[src/rtl/systolic_acc_drain.sv]
`timescale 1ns/1ps
// -----------------------------------------------------------------------------
// systolic_acc_drain
//
// Result-side reader for the general_mac_pe systolic array. After a compute
// pass it takes over the broadcast accumulator mux select. It shifts the
// accumulated partial sums down the columns one row per accepted beat,
// captures the bottom-row acc_south values as one vector per row, and
// streams them out on a valid/ready interface, bottom row first. Once every
// row has been captured it clears all PE accumulators for one cycle. It then
// waits for the final beat to be accepted before reporting done.
//
// Ports
//   clk_i          clock
//   rst_ni         synchronous active-low reset
//   start_i        single-cycle drain request, honoured only in IDLE
//   col_acc_i      acc_south of each bottom-row PE, column 0 in the LSBs
//   acc_mux_sel_o  broadcast PE select: 00 hold/MAC, 01 shift from north,
//                  11 clear
//   res_data_o     captured row vector (same packing as col_acc_i)
//   res_row_o      array row index of res_data_o
//   res_valid_o    result vector valid
//   res_ready_i    downstream accept
//   res_last_o     high with the row-0 vector (final beat)
//   busy_o         high from the cycle after an accepted start until done
//   done_o         one-cycle pulse once drain and clear are complete and the
//                  last beat has been accepted
// -----------------------------------------------------------------------------
module systolic_acc_drain #(
   parameter  int NumRows      = 4,
   parameter  int NumCols      = 4,
   parameter  int OutDataWidth = 32,
   localparam int RowW         = (NumRows > 1) ? $clog2(NumRows) : 1,
   localparam int VecW         = NumCols * OutDataWidth
) (
   input  logic                   clk_i,
   input  logic                   rst_ni,
   input  logic                   start_i,
   input  logic signed [VecW-1:0] col_acc_i,
   output logic [1:0]             acc_mux_sel_o,
   output logic signed [VecW-1:0] res_data_o,
   output logic [RowW-1:0]        res_row_o,
   output logic                   res_valid_o,
   input  logic                   res_ready_i,
   output logic                   res_last_o,
   output logic                   busy_o,
   output logic                   done_o
);

   localparam logic [1:0]      SelHold  = 2'b00;
   localparam logic [1:0]      SelShift = 2'b01;
   localparam logic [1:0]      SelClear = 2'b11;
   localparam logic [RowW-1:0] LastCnt  = RowW'(NumRows - 1);

   typedef enum logic [1:0] {
      ST_IDLE,
      ST_DRAIN,
      ST_CLEAR,
      ST_FLUSH
   } state_t;

   state_t          state;
   logic [RowW-1:0] cnt;
   logic            can_load;
   logic            capture;

   // The output register can take a new row when it is empty or being
   // emptied this cycle. A capture and an array shift always happen together.
   // As a result, the bottom row seen next cycle is always the next unread row.
   assign can_load = !res_valid_o || res_ready_i;
   assign capture  = (state == ST_DRAIN) && can_load;

   // The select is combinational on res_ready_i. The PE shifts at the same
   // edge that captures col_acc_i, so a stalled cycle must hold the array.
   always_comb begin
      acc_mux_sel_o = SelHold;
      case (state)
         ST_DRAIN: if (can_load) acc_mux_sel_o = SelShift;
         ST_CLEAR: acc_mux_sel_o = SelClear;
         default:  acc_mux_sel_o = SelHold;
      endcase
   end

   always_ff @(posedge clk_i) begin
      if (!rst_ni) begin
         state       <= ST_IDLE;
         cnt         <= '0;
         res_data_o  <= '0;
         res_row_o   <= '0;
         res_valid_o <= 1'b0;
         res_last_o  <= 1'b0;
         busy_o      <= 1'b0;
         done_o      <= 1'b0;
      end else begin
         done_o <= 1'b0;

         // Accepted beat empties the register; a capture below overrides this.
         if (res_valid_o && res_ready_i) res_valid_o <= 1'b0;

         if (capture) begin
            res_data_o  <= col_acc_i;
            res_row_o   <= LastCnt - cnt;
            res_valid_o <= 1'b1;
            res_last_o  <= (cnt == LastCnt);
            cnt         <= cnt + 1'b1;
         end

         case (state)
            ST_IDLE: begin
               // done_o high means the previous pass is still retiring.
               if (start_i && !done_o) begin
                  state  <= ST_DRAIN;
                  cnt    <= '0;
                  busy_o <= 1'b1;
               end
            end
            ST_DRAIN: begin
               if (capture && (cnt == LastCnt)) state <= ST_CLEAR;
            end
            ST_CLEAR: begin
               state <= ST_FLUSH;
            end
            ST_FLUSH: begin
               if (!res_valid_o || res_ready_i) begin
                  done_o <= 1'b1;
                  busy_o <= 1'b0;
                  state  <= ST_IDLE;
               end
            end
            default: state <= ST_IDLE;
         endcase
      end
   end

endmodule

[config.mk]
export PLATFORM = sky130hd
export DESIGN_NAME = systolic_acc_drain
export DESIGN_NICKNAME = d
export VERILOG_FILES = /design/src/rtl/systolic_acc_drain.sv
export SDC_FILE = /design/constraint.sdc
export NUM_CORES = 1
export LEC_CHECK = 0
export BUFFER_PORTS_ARGS = -buffer_cell sky130_fd_sc_hd__buf_2
export CORE_UTILIZATION = 45
export DETAILED_ROUTE_END_ITERATION = 10
export PLACE_DENSITY = 0.79
export SYNTH_ARGS = -nofsm -noshare
export SYNTH_HDL_FRONTEND = slang
export SYNTH_SLANG_ARGS = --single-unit
[constraint.sdc]
create_clock -name clk_i -period 1.7 [get_ports clk_i]
set_input_delay 0.17 -clock clk_i [delete_from_list [all_inputs] [get_ports clk_i]]
set_output_delay 0.17 -clock clk_i [all_outputs]
set_load 0.1 [all_outputs]
Word level (Yosys, flattened, before mapping)
Cells that the tools add are included.
{"block": "totals", "regBits": 138, "latchBits": 0, "mem_bits_rw": 0, "rom_bits": 0, "n_memories": 0}
{"block": "classes", "addsub": 2, "multipliers": 0, "div": 0, "magnitude_cmp": 0, "eq_ne": 7, "shift": 0, "mux": 15, "bitwise": 0, "reduce_logical": 13}
{"op": "2-to-1 mux 2 bit", "n": 6}
{"op": "case mux 2 bit (4 select lines)", "n": 1}
{"op": "== test 2 bit, second input constant", "n": 3}
{"op": "2-to-1 mux 1 bit", "n": 6}
{"op": "AND reduction 3 bit", "n": 2}
{"op": "logical AND 1 bit", "n": 4}
{"op": "inequality test 2 bit, second input constant", "n": 2}
{"op": "case mux 2 bit (2 select lines)", "n": 1}
{"op": "nonzero test 2 bit", "n": 2}
{"op": "adder 2 x 1 -> 2 bit, second input constant", "n": 1}
{"op": "== test 2 x 1 -> 1 bit, second input constant", "n": 1}
{"op": "zero test 1 bit", "n": 2}
{"op": "zero test 2 bit", "n": 1}
{"op": "inequality test 2 x 1 -> 1 bit, second input constant", "n": 1}
{"op": "case mux 1 bit (2 select lines)", "n": 1}
{"op": "AND reduction 2 bit", "n": 1}
{"op": "subtractor 2 bit, first input constant", "n": 1}
{"op": "logical OR 1 bit", "n": 1}

Depth between registers and ports, before layout
{"block": "logic_depth", "word_depth": 6, "ltp_mapped": 8, "depth_no_buf": 5}

Least setup slack after synthesis
Ideal clock, no wire load.
{"block": "synth_timing", "path_type": "register to output", "from": "reg state[0]", "to": "out acc_mux_sel_o[0]", "arrival_time_ps": 2088, "required_time_ps": 1530, "slack_ps": -558, "path_stages_with_launch": 4, "path_cell_list": "dfxtp_1 inv_1 ha_1 o21a_1"}
{"block": "synth_between", "elab_chain_cells": 2, "elab_cells_between_ends": 3, "classes_between": "2 x eq/ne; 1 x mux"}
{"item": "start: declaration", "line_no": "62", "source": "state_t state;"}
{"item": "start signal: assignment", "line_no": "86", "source": "state <= ST_IDLE;"}
{"item": "start signal: assignment", "line_no": "112", "source": "state <= ST_DRAIN;"}
{"item": "start signal: assignment", "line_no": "118", "source": "if (capture && (cnt == LastCnt)) state <= ST_CLEAR;"}
{"item": "== test 2 bit or == test 2 x 1 -> 1 bit (tied branches)", "line_no": "77", "source": "case (state)"}
{"item": "case mux 2 bit (2 select lines) *", "line_no": "77"}
{"item": "end: declaration", "line_no": "40", "source": "output logic [1:0] acc_mux_sel_o,"}
Mark *: on every way between the ends. The rest lies on a longest branch, timed or not.

Worst setup path after layout
{"block": "layout_timing", "from": "reg state[1]", "to": "out acc_mux_sel_o[0]"}
Same word-level chain as after synthesis.

==> metrics.yaml <==
outcome:
  run_status: "finished, violations left"
  violations: "negative setup slack"
floorplanning:
  initial_utilization: 0.4600
  die_y_um: 109.8
  die_area_um2: 12060
  die_w_um: 109.8
  num_rows: 39
  core-area_um2: 11370
  design.portCount: 268
global_route:
  grt_usage: 0.2693
  grt.overflow.total: 0
  grt_pass1_vias: 5321
  grt_antenna_before_repair: 0
  wire_length_of_the_first_global_routing_pass_mm: 24.78
  grt_start_max_net_pins: 54
yosys:
  synth-edff-count: 0
  ys_seq_elements: 138
  synth_sequential_area_ratio: 0.5282
  synth_top_cells_by_area: "sky130_fd_sc_hd__dfxtp_1 (53%), sky130_fd_sc_hd__nand2_1 (19%), sky130_fd_sc_hd__a21boi_0 (13%)"
  async_flop_share: 0
  yosysUniqueCellTypes: 24
  synth_top_area_share: 0.5282
  synthesis.instances: 609
  syn_avg_cell_area_um2: 8.588
  synth.largest_area_cell: "sky130_fd_sc_hd__dfxtp_1"
  ys_dominant_reg_cell: "sky130_fd_sc_hd__dfxtp_1"
  postSynthNetCount: 747
  yosysWarnings: 0
  synthesized_area_um2: 5230
layout:
  n_antenna_cell: 0
  total_number_of_nets_in_the_final_design: 1099
  drive_gt1_frac: 0.3419
  area_growth_pct: 59.09
pwr:
  irDropWorstVdd_mv: 1.588
  pd_cells_nw_per_um2: 2013
  power_leakage_uw: 0.003875
critical_path:
  reg2reg_depth: 7
  timing.critical_path.arrival_ns: 1.55
  worst-path-max-fanout: 3
  worstSetupEndpointType: "output pin"
  worstSetupStartpointType: "register"
  setup.worst_path.start: "state[1]"
  reg_to_reg_startpoint: "state[1]"
  criticalPathCategory: "reg2out"
  critical_path_required_ns: 1.53
route:
  via_per_inst: 4.876
  detail_route.drc_violations: 0
  antenna_violating_nets_post_route: 0
  dr_total_vias: 5446
  detailed_routing_iterations_pass_1: 4
  post_drt_wl_per_cell_um: 14.78
  total_wirelength_mm: 16.51
  drt_iter0_markers: 358
sta:
  timing_worst_slew_pin_value_ns: 0.5177
  timing.fmax_mhz: 579.9
  fin_skew_ns: 0.005809
  finalCriticalPeriod_ns: 1.725
  fin_setup_tns_ns: -0.02454
  relSlewSlack: 0.6572
  final-setup-viol-count: 1
  finalHoldWorstSlack_ns: 0.01517
  grt_setup_unrepaired: "true"
  final-hold-violation-count: 0
  maxSlewViolCount: 0
  post-route-worst-setup-slack_ns: -0.02454
  layout_worst_path_cycle_share: 1.014
worst_hold_path:
  min_path_type: "in2reg"
  timing.hold.worst.start: "col_acc_i[8]"
  min_path_cells: 3
placed_design:
  gpl.final_weighted_congestion: 0.7921
  place_hpwl_mm: 9.485
  io_buffers: 267
job:
  cap_viol_max_count: 0
clock_network:
  clk_pin_slew_ns: 0.06
  cts_tree: "done"
  cts.path.max_buffers: 2
  root_buffer: "sky130_fd_sc_hd__clkbuf_16"
  ctsHtreeMaxLevel: 4
  clk-insertion-delay-late_ns: 0.41
  cts_inserted_buffers: 17
  cts_sinks: 138
[cells in the mapped netlist, types with 2 or more instances]
master / number
sky130_fd_sc_hd__a21boi_0: 91
sky130_fd_sc_hd__a21boi_1: 40
sky130_fd_sc_hd__buf_2: 17
sky130_fd_sc_hd__buf_4: 6
sky130_fd_sc_hd__buf_6: 5
sky130_fd_sc_hd__clkbuf_1: 16
sky130_fd_sc_hd__dfxtp_1: 138
sky130_fd_sc_hd__ha_1: 6
sky130_fd_sc_hd__inv_1: 3
sky130_fd_sc_hd__mux2i_1: 2
sky130_fd_sc_hd__nand2_1: 269
sky130_fd_sc_hd__o211a_1: 2
sky130_fd_sc_hd__o21a_1: 2
sky130_fd_sc_hd__o21ai_0: 2
[layer usage]
metal	global-route usage	part of all wire	vias up
li1	-	-	2659
met1	0.2869	0.38	2511
met2	0.4719	0.51	224
met3	0.09840	0.071	52
met4	0.1238	0.033	0
met5	0	0	-
[where the power goes]
part	switching (uW)	total, uW	internal (uW)
Clock	1330	3780	2440
Combinational	6940	8640	1700
Sequential	376	4330	3950
[kinds of logic (layout without fill, tap and decap cells)]
kind of cell             count (synthesis)  count (layout)  synth area share
multiplexers                             2               2          0.003828
XOR/XNOR                                 1               1          0.001675
AND/OR/NAND/NOR                        276             276            0.2022
AO/OA/AOI/OAI                          139             139            0.2005
buffers and inverters                   47             412           0.04928
adder cells (fa/ha/maj)                  6               6           0.01435
flip-flops                             138             138            0.5282
[worst paths after layout]
kind / endpoint / slack [ns]
max: acc_mux_sel_o[0] / -0.02
min: res_data_o[8] / 0.02
max reg2reg: res_data_o[112] / 0.04
min reg2reg: res_data_o[56] / 0.45
[timing repair]
action / CTS / global route
endpoints found under the hold margin: 89 / 0
resized for setup: 7 / 3
pin swaps: 1 / 1
endpoints found under the setup margin: 3 / 3
setup buffers: 4 / 4
hold buffers: 89 / 0
[flip-flops by register name (all words and copies together) (netlist names)]
signal       count
res_data_o     128
cnt              2
res_row_o        2
state            2
busy_o           1
done_o           1
res_last_o       1
res_valid_o      1
[per-stage QoR]
| step | cell area, um2 | std cells | setup slack, ns | power [uW] | utilization |
|---|---|---|---|---|---|
| floorplan | 5238 | 609 | 0.01376 | 11160 | - |
| finish | 8320 | 1117 | -0.02454 | 16750 | 0.7318 |
| CTS | 8269 | 1113 | -0.01641 | 16560 | 0.7273 |
| global placement | 6704 | 988 | 0.1100 | 12430 | 0.5896 |
| global route | 8320 | 1117 | -0.06836 | 17430 | 0.7318 |
| detailed placement | 6704 | 988 | 0.01769 | 12510 | 0.5896 |
[cell type report]
cell class	count	area [um2]
Clock buffer	27	574.3
Tap cell	143	178.9
Timing Repair Buffer	377	2477
Fill cell	776	3049
Clock inverter	5	50.05
Sequential cell	138	2771
Multi-Input combinational cell	424	2255
Inverter	3	13.76
[critical path, stage by stage (launching register included)]
cell	delay, ns
sky130_fd_sc_hd__dfxtp_2	0.38
sky130_fd_sc_hd__inv_4	0.07
sky130_fd_sc_hd__ha_4	0.17
sky130_fd_sc_hd__and2_4	0.17
sky130_fd_sc_hd__o21a_4	0.20
sky130_fd_sc_hd__buf_12	0.16
[layout by cell type, fill, tap and decap left out, types with 2 or more instances in the layout]
master	instances
sky130_fd_sc_hd__mux2i_1	2
sky130_fd_sc_hd__clkbuf_8	9
sky130_fd_sc_hd__clkinv_2	4
sky130_fd_sc_hd__a21boi_0	91
sky130_fd_sc_hd__buf_4	16
sky130_fd_sc_hd__dfxtp_1	135
sky130_fd_sc_hd__buf_12	7
sky130_fd_sc_hd__buf_2	265
sky130_fd_sc_hd__ha_4	2
sky130_fd_sc_hd__o211a_1	2
sky130_fd_sc_hd__ha_1	3
sky130_fd_sc_hd__a21boi_1	40
sky130_fd_sc_hd__dfxtp_4	2
sky130_fd_sc_hd__inv_1	2
sky130_fd_sc_hd__o21ai_0	2
sky130_fd_sc_hd__dlygate4sd3_1	89
sky130_fd_sc_hd__clkbuf_16	18
sky130_fd_sc_hd__nand2_1	268
Note: power is estimated with default switching activity, not from simulation.
